### config.mk
export PLATFORM = sky130hd
export DESIGN_NAME = round_robin_arbiter
export DESIGN_NICKNAME = d
export VERILOG_FILES = /design/src/rtl/arbiter_pkg.sv /design/src/rtl/priority_encoder_tree.sv /design/src/rtl/round_robin_arbiter.sv
export SDC_FILE = /design/constraint.sdc
export NUM_CORES = 1
export LEC_CHECK = 0
export CORE_MARGIN = 2
export CORE_UTILIZATION = 53
export DETAILED_ROUTE_END_ITERATION = 10
export GPL_TIMING_DRIVEN = 0
export PLACE_DENSITY_LB_ADDON = 0.1
export SLEW_MARGIN = 5
export SYNTH_ARGS = -nofsm -noshare
export SYNTH_HDL_FRONTEND = slang
export SYNTH_SLANG_ARGS = --single-unit
### constraint.sdc
create_clock -name clk -period 3.51 [get_ports clk]
set_input_delay 0.5265 -clock clk [delete_from_list [all_inputs] [get_ports clk]]
set_output_delay 0.5265 -clock clk [all_outputs]
set_load 0.005 [all_outputs]
### src/rtl/arbiter_pkg.sv
// Shared types for the round-robin arbiter slice.
package arbiter_pkg;

  typedef enum logic {
    IDLE  = 1'b0,
    GRANT = 1'b1
  } arb_state_e;

endpackage : arbiter_pkg

### src/rtl/priority_encoder_tree.sv
// Lowest-set-bit priority encoder. The input is split into groups of SPLIT
// bits; IMPLEMENTATION picks one of several functionally identical encoders.
module priority_encoder_tree #(
  parameter  int unsigned WIDTH          = 16,
  parameter  int unsigned SPLIT          = 4,
  parameter  int unsigned IMPLEMENTATION = 0,
  localparam int unsigned IW             = (WIDTH > 1) ? $clog2(WIDTH) : 1
) (
  input  logic [WIDTH-1:0] in_i,
  output logic [IW-1:0]    idx_o,
  output logic             vld_o
);

  localparam int unsigned NG = (WIDTH + SPLIT - 1) / SPLIT;

  logic [NG-1:0] grp_any;

  // Per-group OR reduction; also yields the overall valid flag
  always_comb begin
    grp_any = '0;
    for (int unsigned g = 0; g < NG; g++) begin
      for (int unsigned k = 0; k < SPLIT; k++) begin
        if (g * SPLIT + k < WIDTH) grp_any[g] = grp_any[g] | in_i[g*SPLIT+k];
      end
    end
  end

  assign vld_o = |grp_any;

  if (IMPLEMENTATION == 0) begin : g_scan_down
    // Scan from the top so the last hit is the lowest index
    always_comb begin
      idx_o = '0;
      for (int unsigned i = WIDTH; i > 0; i--) begin
        if (in_i[i-1]) idx_o = IW'(i - 1);
      end
    end
  end else if (IMPLEMENTATION == 1) begin : g_two_level
    int unsigned sel;
    // Pick the lowest non-empty group, then the lowest bit inside it
    always_comb begin
      sel = 0;
      for (int unsigned g = NG; g > 0; g--) begin
        if (grp_any[g-1]) sel = g - 1;
      end
      idx_o = '0;
      for (int unsigned k = SPLIT; k > 0; k--) begin
        if ((sel * SPLIT + k - 1 < WIDTH) && in_i[sel*SPLIT+k-1])
          idx_o = IW'(sel * SPLIT + k - 1);
      end
    end
  end else if (IMPLEMENTATION == 2) begin : g_isolate
    logic [WIDTH-1:0] lsb;
    // Isolate the lowest set bit, then OR-encode the one-hot result
    always_comb begin
      lsb   = in_i & (~in_i + WIDTH'(1));
      idx_o = '0;
      for (int unsigned i = 0; i < WIDTH; i++) begin
        if (lsb[i]) idx_o = idx_o | IW'(i);
      end
    end
  end else begin : g_scan_up
    logic found;
    // Ascending scan that locks on the first hit (IMPLEMENTATION 3 and up)
    always_comb begin
      idx_o = '0;
      found = 1'b0;
      for (int unsigned i = 0; i < WIDTH; i++) begin
        if (!found && in_i[i]) begin
          idx_o = IW'(i);
          found = 1'b1;
        end
      end
    end
  end

endmodule : priority_encoder_tree

### src/rtl/round_robin_arbiter.sv
// Round-robin arbiter with registered one-hot grant and optional preemption
// of an owner that has held the grant for HOLD cycles.
module round_robin_arbiter
  import arbiter_pkg::*;
#(
  parameter  int unsigned WIDTH          = 16,
  parameter  int unsigned SPLIT          = 4,
  parameter  int unsigned IMPLEMENTATION = 0,
  parameter  int unsigned HOLD           = 4,
  localparam int unsigned IW             = $clog2(WIDTH),
  localparam int unsigned CW             = (HOLD > 0) ? $clog2(HOLD + 1) : 1
) (
  input  logic             clk,
  input  logic             rst_n,
  input  logic [WIDTH-1:0] req,
  output logic [WIDTH-1:0] gnt,
  output logic [IW-1:0]    gnt_idx,
  output logic             gnt_vld
);

  localparam logic [CW-1:0] CNT_MAX = (HOLD == 0) ? CW'(1) : CW'(HOLD);

  arb_state_e       state_q, state_d;
  logic [IW-1:0]    ptr_q, ptr_d;
  logic [WIDTH-1:0] gnt_q, gnt_d;
  logic [CW-1:0]    cnt_q, cnt_d;

  logic [WIDTH-1:0] req_eff, mask;
  logic [IW-1:0]    m_idx, u_idx, winner;
  logic             m_vld, any_req, grant_new;

  // Current owner is excluded from arbitration while it holds the grant
  always_comb begin
    req_eff = (state_q == GRANT) ? (req & ~gnt_q) : req;
    mask    = '0;
    for (int unsigned i = 0; i < WIDTH; i++) mask[i] = (IW'(i) > ptr_q);
  end

  priority_encoder_tree #(
    .WIDTH          (WIDTH),
    .SPLIT          (SPLIT),
    .IMPLEMENTATION (IMPLEMENTATION)
  ) u_enc_masked (
    .in_i  (req_eff & mask),
    .idx_o (m_idx),
    .vld_o (m_vld)
  );

  priority_encoder_tree #(
    .WIDTH          (WIDTH),
    .SPLIT          (SPLIT),
    .IMPLEMENTATION (IMPLEMENTATION)
  ) u_enc_unmasked (
    .in_i  (req_eff),
    .idx_o (u_idx),
    .vld_o (any_req)
  );

  assign winner = m_vld ? m_idx : u_idx;

  // Next-state: new grant, release to idle, preemption, or hold with count
  always_comb begin
    state_d   = state_q;
    ptr_d     = ptr_q;
    gnt_d     = gnt_q;
    cnt_d     = cnt_q;
    grant_new = 1'b0;
    case (state_q)
      IDLE: begin
        if (any_req) grant_new = 1'b1;
      end
      GRANT: begin
        if (!req[ptr_q]) begin
          if (any_req) begin
            grant_new = 1'b1;
          end else begin
            state_d = IDLE;
            gnt_d   = '0;
            cnt_d   = '0;
          end
        end else if ((HOLD != 0) && (cnt_q == CNT_MAX) && any_req) begin
          grant_new = 1'b1;
        end else if (cnt_q != CNT_MAX) begin
          cnt_d = cnt_q + 1'b1;
        end
      end
      default: state_d = IDLE;
    endcase
    if (grant_new) begin
      state_d = GRANT;
      ptr_d   = winner;
      gnt_d   = WIDTH'(1) << winner;
      cnt_d   = CW'(1);
    end
  end

  // State registers; reset points ptr at the top so requester 0 wins first
  always_ff @(posedge clk or negedge rst_n) begin
    if (!rst_n) begin
      state_q <= IDLE;
      ptr_q   <= IW'(WIDTH - 1);
      gnt_q   <= '0;
      cnt_q   <= '0;
    end else begin
      state_q <= state_d;
      ptr_q   <= ptr_d;
      gnt_q   <= gnt_d;
      cnt_q   <= cnt_d;
    end
  end

  assign gnt     = gnt_q;
  assign gnt_idx = ptr_q;
  assign gnt_vld = (state_q == GRANT);

endmodule : round_robin_arbiter

# Yosys cells after proc, flatten, opt, wreduce, memory -nomap -nowiden

Cells that the tools add are included.

Add/subtract/negate cells: 1
Order comparisons: 17
Equality and inequality tests: 7
Shift-type cells: 1
Muxes and demuxes: 53
Bitwise logic cells: 28
Reduce and logical (&&, ||, !) cells: 6

Operators with widths:

| kind                                                                           | number |
|---|---|
| 4-bit 2-to-1 mux                                                               | 33 |
| 16-bit 2-to-1 mux                                                              | 5 |
| 16-bit AND                                                                     | 2 |
| 4-bit greater-than comparator, first input constant                            | 8 |
| 1-bit bitwise OR                                                               | 24 |
| 3-bit 2-to-1 mux                                                               | 6 |
| 3-bit by 4-bit greater-than comparator with 1-bit output, first input constant | 4 |
| 16-bit NOT                                                                     | 1 |
| 1-bit by 4-bit << shifter with 16-bit output, first input constant             | 1 |
| 1-bit by 4-bit greater-than comparator with 1-bit output, first input constant | 2 |
| 2-bit by 4-bit greater-than comparator with 1-bit output, first input constant | 2 |
| 4-bit OR reduction                                                             | 2 |
| 1-bit 2-to-1 mux                                                               | 7 |
| 3-bit != test, second input constant                                           | 2 |
| 4-bit by 5-bit less-than comparator with 1-bit output, second input constant   | 1 |
| 1-bit binary-select mux with 4-bit select                                      | 1 |
| 4-bit AND reduction                                                            | 1 |
| 3-bit by 1-bit adder with 3-bit output, second input constant                  | 1 |
| 3-bit equality test, second input constant                                     | 1 |
| 3-bit by 1-bit != test with 1-bit output, second input constant                | 1 |
| 3-bit by 2-bit != test with 1-bit output, second input constant                | 1 |
| 3-bit AND reduction                                                            | 1 |
| 2-bit by 1-bit != test with 1-bit output, second input constant                | 1 |
| 2-bit != test, second input constant                                           | 1 |
| 4 further kinds                                                                | 4 |

Register bits: 24
Bits of input ports: 18
Output and inout port bits: 21
Logic and storage cells: 117

# Logic depth before layout (Yosys ltp)

Word-level depth: 23
Depth in mapped cells: 10
Gate-level depth less buffers: 7

# Hierarchy

From an unflattened synthesis, not the netlist that was laid out.

Cell total of the unflattened synthesis: 243
Area total of the unflattened synthesis: 2168.3 um^2

Modules (own cells, without submodules):

| module                | instances | cells an instance | area each (um^2) | sequential area each (um^2) |
|---|---|---|---|---|
| round_robin_arbiter   | 1         | 177               | 1795.5           | 605.6 |
| priority_encoder_tree | 2         | 33                | 186.4            | 0.0 |

# Worst setup path before layout

Ideal clock, no wire load.

Path kind: register to register
From: reg ptr_q[0] (netlist: gnt_idx[0])
To: reg gnt_q[15] (netlist: gnt[15])
Library setup time: 0.069 ns
Arrival time: 2.679 ns
Data required time: 3.441 ns
Path slack: 0.762 ns
Stages on the path, launching flop included: 8
Path buffers: 1
Clock period less this slack: 2.748 ns
Cell sequence: dfstp_2 -> buf_6 -> mux4_2 -> mux4_2 -> a32oi_4 -> nor3b_2 -> a21boi_2 -> a32o_1

Longest elaborated chain between the ends: 21
Elaborated cells on any way between the ends: 57
Those cells by class: order compare (16); eq/ne (2); shift (1); mux (22); bitwise (13); reduce/logical (3)

RTL lines:

| what                                         | RTL line                    | RTL |
|---|---|---|
| from (decl)                                  | round_robin_arbiter.sv:24   | `logic [IW-1:0] ptr_q, ptr_d;` |
| from (signal assigned)                       | round_robin_arbiter.sv:101  | `ptr_q <= IW'(WIDTH - 1);` |
| from (signal assigned)                       | round_robin_arbiter.sv:106  | `ptr_q <= ptr_d;` |
| 4-bit greater-than comparator                | round_robin_arbiter.sv:36   | `for (int unsigned i = 0; i < WIDTH; i++) mask[i] = (IW'(i) > ptr_q);` |
| 16-bit AND                                   | round_robin_arbiter.sv:44   | `.in_i (req_eff & mask),` |
| 4-bit 2-to-1 mux (16 in series)              | priority_encoder_tree.sv:35 | `if (in_i[i-1]) idx_o = IW'(i - 1);` |
| 4-bit 2-to-1 mux                             | round_robin_arbiter.sv:59   | `assign winner = m_vld ? m_idx : u_idx;` |
| 1-bit by 4-bit << shifter with 16-bit output | round_robin_arbiter.sv:92   | `gnt_d = WIDTH'(1) << winner;` |
| 16-bit 2-to-1 mux                            | round_robin_arbiter.sv:89   | `if (grant_new) begin` |
| to (signal assigned)                         | round_robin_arbiter.sv:107  | `gnt_q <= gnt_d;` |
| to (decl)                                    | round_robin_arbiter.sv:25   | `logic [WIDTH-1:0] gnt_q, gnt_d;` |

Several ways; a longest one is shown, not always the timed one. The select of a mux whose other input is x is not followed.
A chain may end at the register's enable or synchronous reset.

# Final worst setup path

From: in req[12]
To: reg gnt_q[3] (netlist: gnt[3])

Longest elaborated chain between the ends: 19
Elaborated cells on any way between the ends: 51
Those cells by class: eq/ne (2); shift (1); mux (35); bitwise (8); reduce/logical (5)

RTL lines:

| what                                         | RTL line                    | RTL |
|---|---|---|
| from (decl)                                  | round_robin_arbiter.sv:15   | `input logic [WIDTH-1:0] req,` |
| 16-bit AND                                   | round_robin_arbiter.sv:34   | `req_eff = (state_q == GRANT) ? (req & ~gnt_q) : req;` |
| 16-bit 2-to-1 mux                            | round_robin_arbiter.sv:34   |  |
| 16-bit AND                                   | round_robin_arbiter.sv:44   |  |
| 4-bit 2-to-1 mux (13 in series)              | priority_encoder_tree.sv:35 |  |
| 4-bit 2-to-1 mux                             | round_robin_arbiter.sv:59   |  |
| 1-bit by 4-bit << shifter with 16-bit output | round_robin_arbiter.sv:92   |  |
| 16-bit 2-to-1 mux                            | round_robin_arbiter.sv:89   |  |

Several ways; a longest one is shown, not always the timed one. The select of a mux whose other input is x is not followed.

==> impl_metrics.env <==
export IMPL_cts_tree="yes"
export IMPL_cp_start_kind="input port"
export IMPL_hold_path_class="flip-flop to flip-flop"
export IMPL_final_cell_mix="clkdlybuf4s50_1, nand2_1, o21ai_0"
export IMPL_r2r_cells=10
export IMPL_netlist_area_um2=2090
export IMPL_worst_pin_slew_ns=1.07
export IMPL_period_minus_slack_ns=3.14
export IMPL_grt_pass1_vias=2024
export IMPL_io_buffers=38
export IMPL_report_final_slew_viol_count=0
export IMPL_mostFrequentLayoutCell="clkdlybuf4s50_1"
export IMPL_drt_first_pass_iters=6
export IMPL_critical_path_class="input port to flip-flop"
export IMPL_synth_async_sr_flop_share_pct=100
export IMPL_globalRouteOverflowTotal=0
export IMPL_start_util_pct=56.2
export IMPL_cts_clk_slew_worst_paths_ns=0.08
export IMPL_syn_area_per_cell_um2=8.59
export IMPL_hold_viol=0
export IMPL_htreeDepth=1
export IMPL_io_pins=39
export IMPL_hold_slack_ns=0.565
export IMPL_status="complete, no violations"
export IMPL_peakVddDrop_v=0.000621
export IMPL_layout_drive_gt1_share_pct=13.3
export IMPL_die_height_um=66.8
export IMPL_grt_pass1_wl_um=10300
export IMPL_setup_tns_ns=0
export IMPL_cp_arrival_ns=3.33
export IMPL_p_per_area_nw_per_um2=865
export IMPL_worst_slack_ns=0.369
export IMPL_synth_yosys_warnings=0
export IMPL_clockRootBuffer="clkbuf_8"
export IMPL_syn_inst=243
export IMPL_endpoint="gnt[3]"
export IMPL_r2r_setup_slack_ns=0.39
export IMPL_cts_sinks=24
export IMPL_rsz0062_at_grt="false"
export IMPL_num_antenna_cells=0
export IMPL_fmax_mhz=318
export IMPL_placementRows=22
export IMPL_r2r_start="gnt_vld"
export IMPL_use_met3_pct=5.41
export IMPL_route_detailed_drc=0
export IMPL_dp_hpwl_um=5050
export IMPL_cts_setup_buffers=0
export IMPL_path_max_fanout=9
export IMPL_critPathLaunch="req[12]"
export IMPL_grt_util_met2_pct=50.2
export IMPL_worst_clock_skew_ns=0.00816
export IMPL_synth_seq_area_share_pct=29.0
export IMPL_viasPerCell=6.63
export IMPL_synth_edf_count=0
export IMPL_p_leak_nw=1.05
export IMPL_insertion_delay_ns=0.27
export IMPL_antenna_left=0
export IMPL_synth_nets=263
export IMPL_regToRegEndpoint="gnt[14]"
export IMPL_cts_made_buffers=3
export IMPL_fin_cells=333
export IMPL_grt_start_max_net_pins=25
export IMPL_fp_dieW_um=66.8
export IMPL_use_met1_pct=42.3
export IMPL_yosys_most_used_dff="dfrtp_1"
export IMPL_finalCritPeriodShare_pct=89.5
export IMPL_fin_nets=306
export IMPL_clk_path_buf_depth=2
export IMPL_place_inst=329
export IMPL_synth_cell_types=53
export IMPL_setup_viol=0
export IMPL_grt_most_used_layer="met2"
export IMPL_die_area_um2=4460
export IMPL_finalWeightedCongestion=0.944
export IMPL_drtIter0Drc=291
export IMPL_area_growth_pct=25.2
export IMPL_end_kind="flip-flop"
export IMPL_cap_violations=0
export IMPL_grtUsageTotal_pct=31.0
export IMPL_vias=2209
export IMPL_grt_antenna_before_repair=0
export IMPL_drt_wl_total_um=6470
export IMPL_coreArea_um2=3720
export IMPL_maxSlewHeadroom_pct=28.1
export IMPL_synth_seq_cells=24
export IMPL_crit_required_ns=3.70
export IMPL_wl_per_cell_um=19.4
export IMPL_dp_slack_ns=-0.232
[cell type report]
cell class	instances	area, um^2
timing repair buffer	38	380
inverter	13	48.8
fill	327	1100
clock inverter	1	30.0
clock buffer	3	41.3
buffer	10	56.3
sequential	24	606
tap	48	60.1
multi-input combinational	196	1390
[flip-flops by register name, summed over array words and instances (netlist names)]
name,count
cnt_q,3
gnt_idx,4
gnt_vld,1
gnt,16
[worst min-delay path by stage]
stage	from	endpoint	depth (start not counted)
after CTS	gnt[8]	gnt[8]	2
final	gnt[8]	gnt[8]	2
after global placement	gnt[8]	gnt[8]	2
after detailed placement	gnt[8]	gnt[8]	2
after global routing	gnt[8]	gnt[8]	2
after floorplan	rst_n	cnt_q[0]	0
[repair_timing]
action	in CTS	in global routing
gates resized for setup	0	2
hold buffers	0	0
setup endpoints to repair	0	11
[synth_stat cells (2+ instances only)]
master | number | area [um^2]
nor4b_1 | 2 | 17.5
o21a_1 | 2 | 15.0
a22o_1 | 5 | 43.8
a21oi_1 | 10 | 50.1
o211ai_1 | 3 | 22.5
nor3_1 | 5 | 25.0
a21o_1 | 2 | 15.0
buf_2 | 9 | 45.0
nand2_1 | 28 | 105
nand3b_1 | 2 | 15.0
dfstp_2 | 4 | 105
inv_1 | 13 | 48.8
nand3_1 | 7 | 35.0
o221ai_1 | 9 | 78.8
nor2b_1 | 3 | 18.8
mux4_2 | 2 | 45.0
ha_1 | 2 | 25.0
o221a_2 | 4 | 45.0
o31ai_1 | 4 | 30.0
mux4_1 | 3 | 78.8
a211oi_1 | 6 | 45.0
nand2b_1 | 8 | 50.1
a32o_1 | 3 | 30.0
o21ai_0 | 21 | 105
a22oi_1 | 2 | 15.0
a21boi_0 | 10 | 75.1
a211o_1 | 2 | 17.5
dfrtp_1 | 20 | 500
a21bo_2 | 6 | 60.1
nor2_1 | 17 | 63.8
and2_1 | 2 | 12.5
or3_1 | 2 | 12.5
a31oi_1 | 2 | 12.5
and3_1 | 4 | 25.0
[power by group]
part / leakage (nW) / internal [mW] / total, mW / switching, mW
Clock: 0.0357 / 0.153 / 0.246 / 0.0929
Sequential: 0.308 / 0.396 / 0.522 / 0.126
Combinational: 0.706 / 0.657 / 1.49 / 0.835
Total: 1.05 / 1.21 / 2.26 / 1.05
[worst max-delay path: stages]
cell and delay, ns:
clkdlybuf4s50_1 0.51, mux4_1 0.56, mux4_2 0.56, a32oi_4 0.42
o21ai_0 0.25, nand3b_1 0.27, o21ai_0 0.21
[cells by family (layout without fill, tap and decap cells)]
| group | count (synthesis) | after routing | share of synthesized area, % |
|---|---|---|---|
| buffers and inverters | 23 | 65 | 5.03 |
| muxes | 7 | 7 | 6.95 |
| adders and majority gates | 2 | 2 | 1.20 |
| and+or+nand+nor | 85 | 85 | 20.3 |
| DFF | 24 | 24 | 29.0 |
| AOI/OAI and AO/OA | 101 | 101 | 37.1 |
| xor gates and xnor gates | 1 | 1 | 0.419 |
[through the flow]
step	util, %	instance area [um^2]	total power, mW
2_1_floorplan	-	2090	1.47
3_3_place_gp	68.0	2530	1.96
3_5_place_dp	68.0	2530	1.98
4_1_cts	70.0	2600	2.23
5_1_grt	70.3	2610	2.42
6_report	70.3	2610	2.26
[routing by layer]
| metal | share of wire (%) | vias up |
|---|---|---|
| met4 | 2.4 | 0 |
| met1 | 42 | 1047 |
| li1 | - | 1026 |
| met2 | 46 | 119 |
| met3 | 9.3 | 17 |
| met5 | 0 | - |
Note: power is estimated with default switching activity, not from simulation.
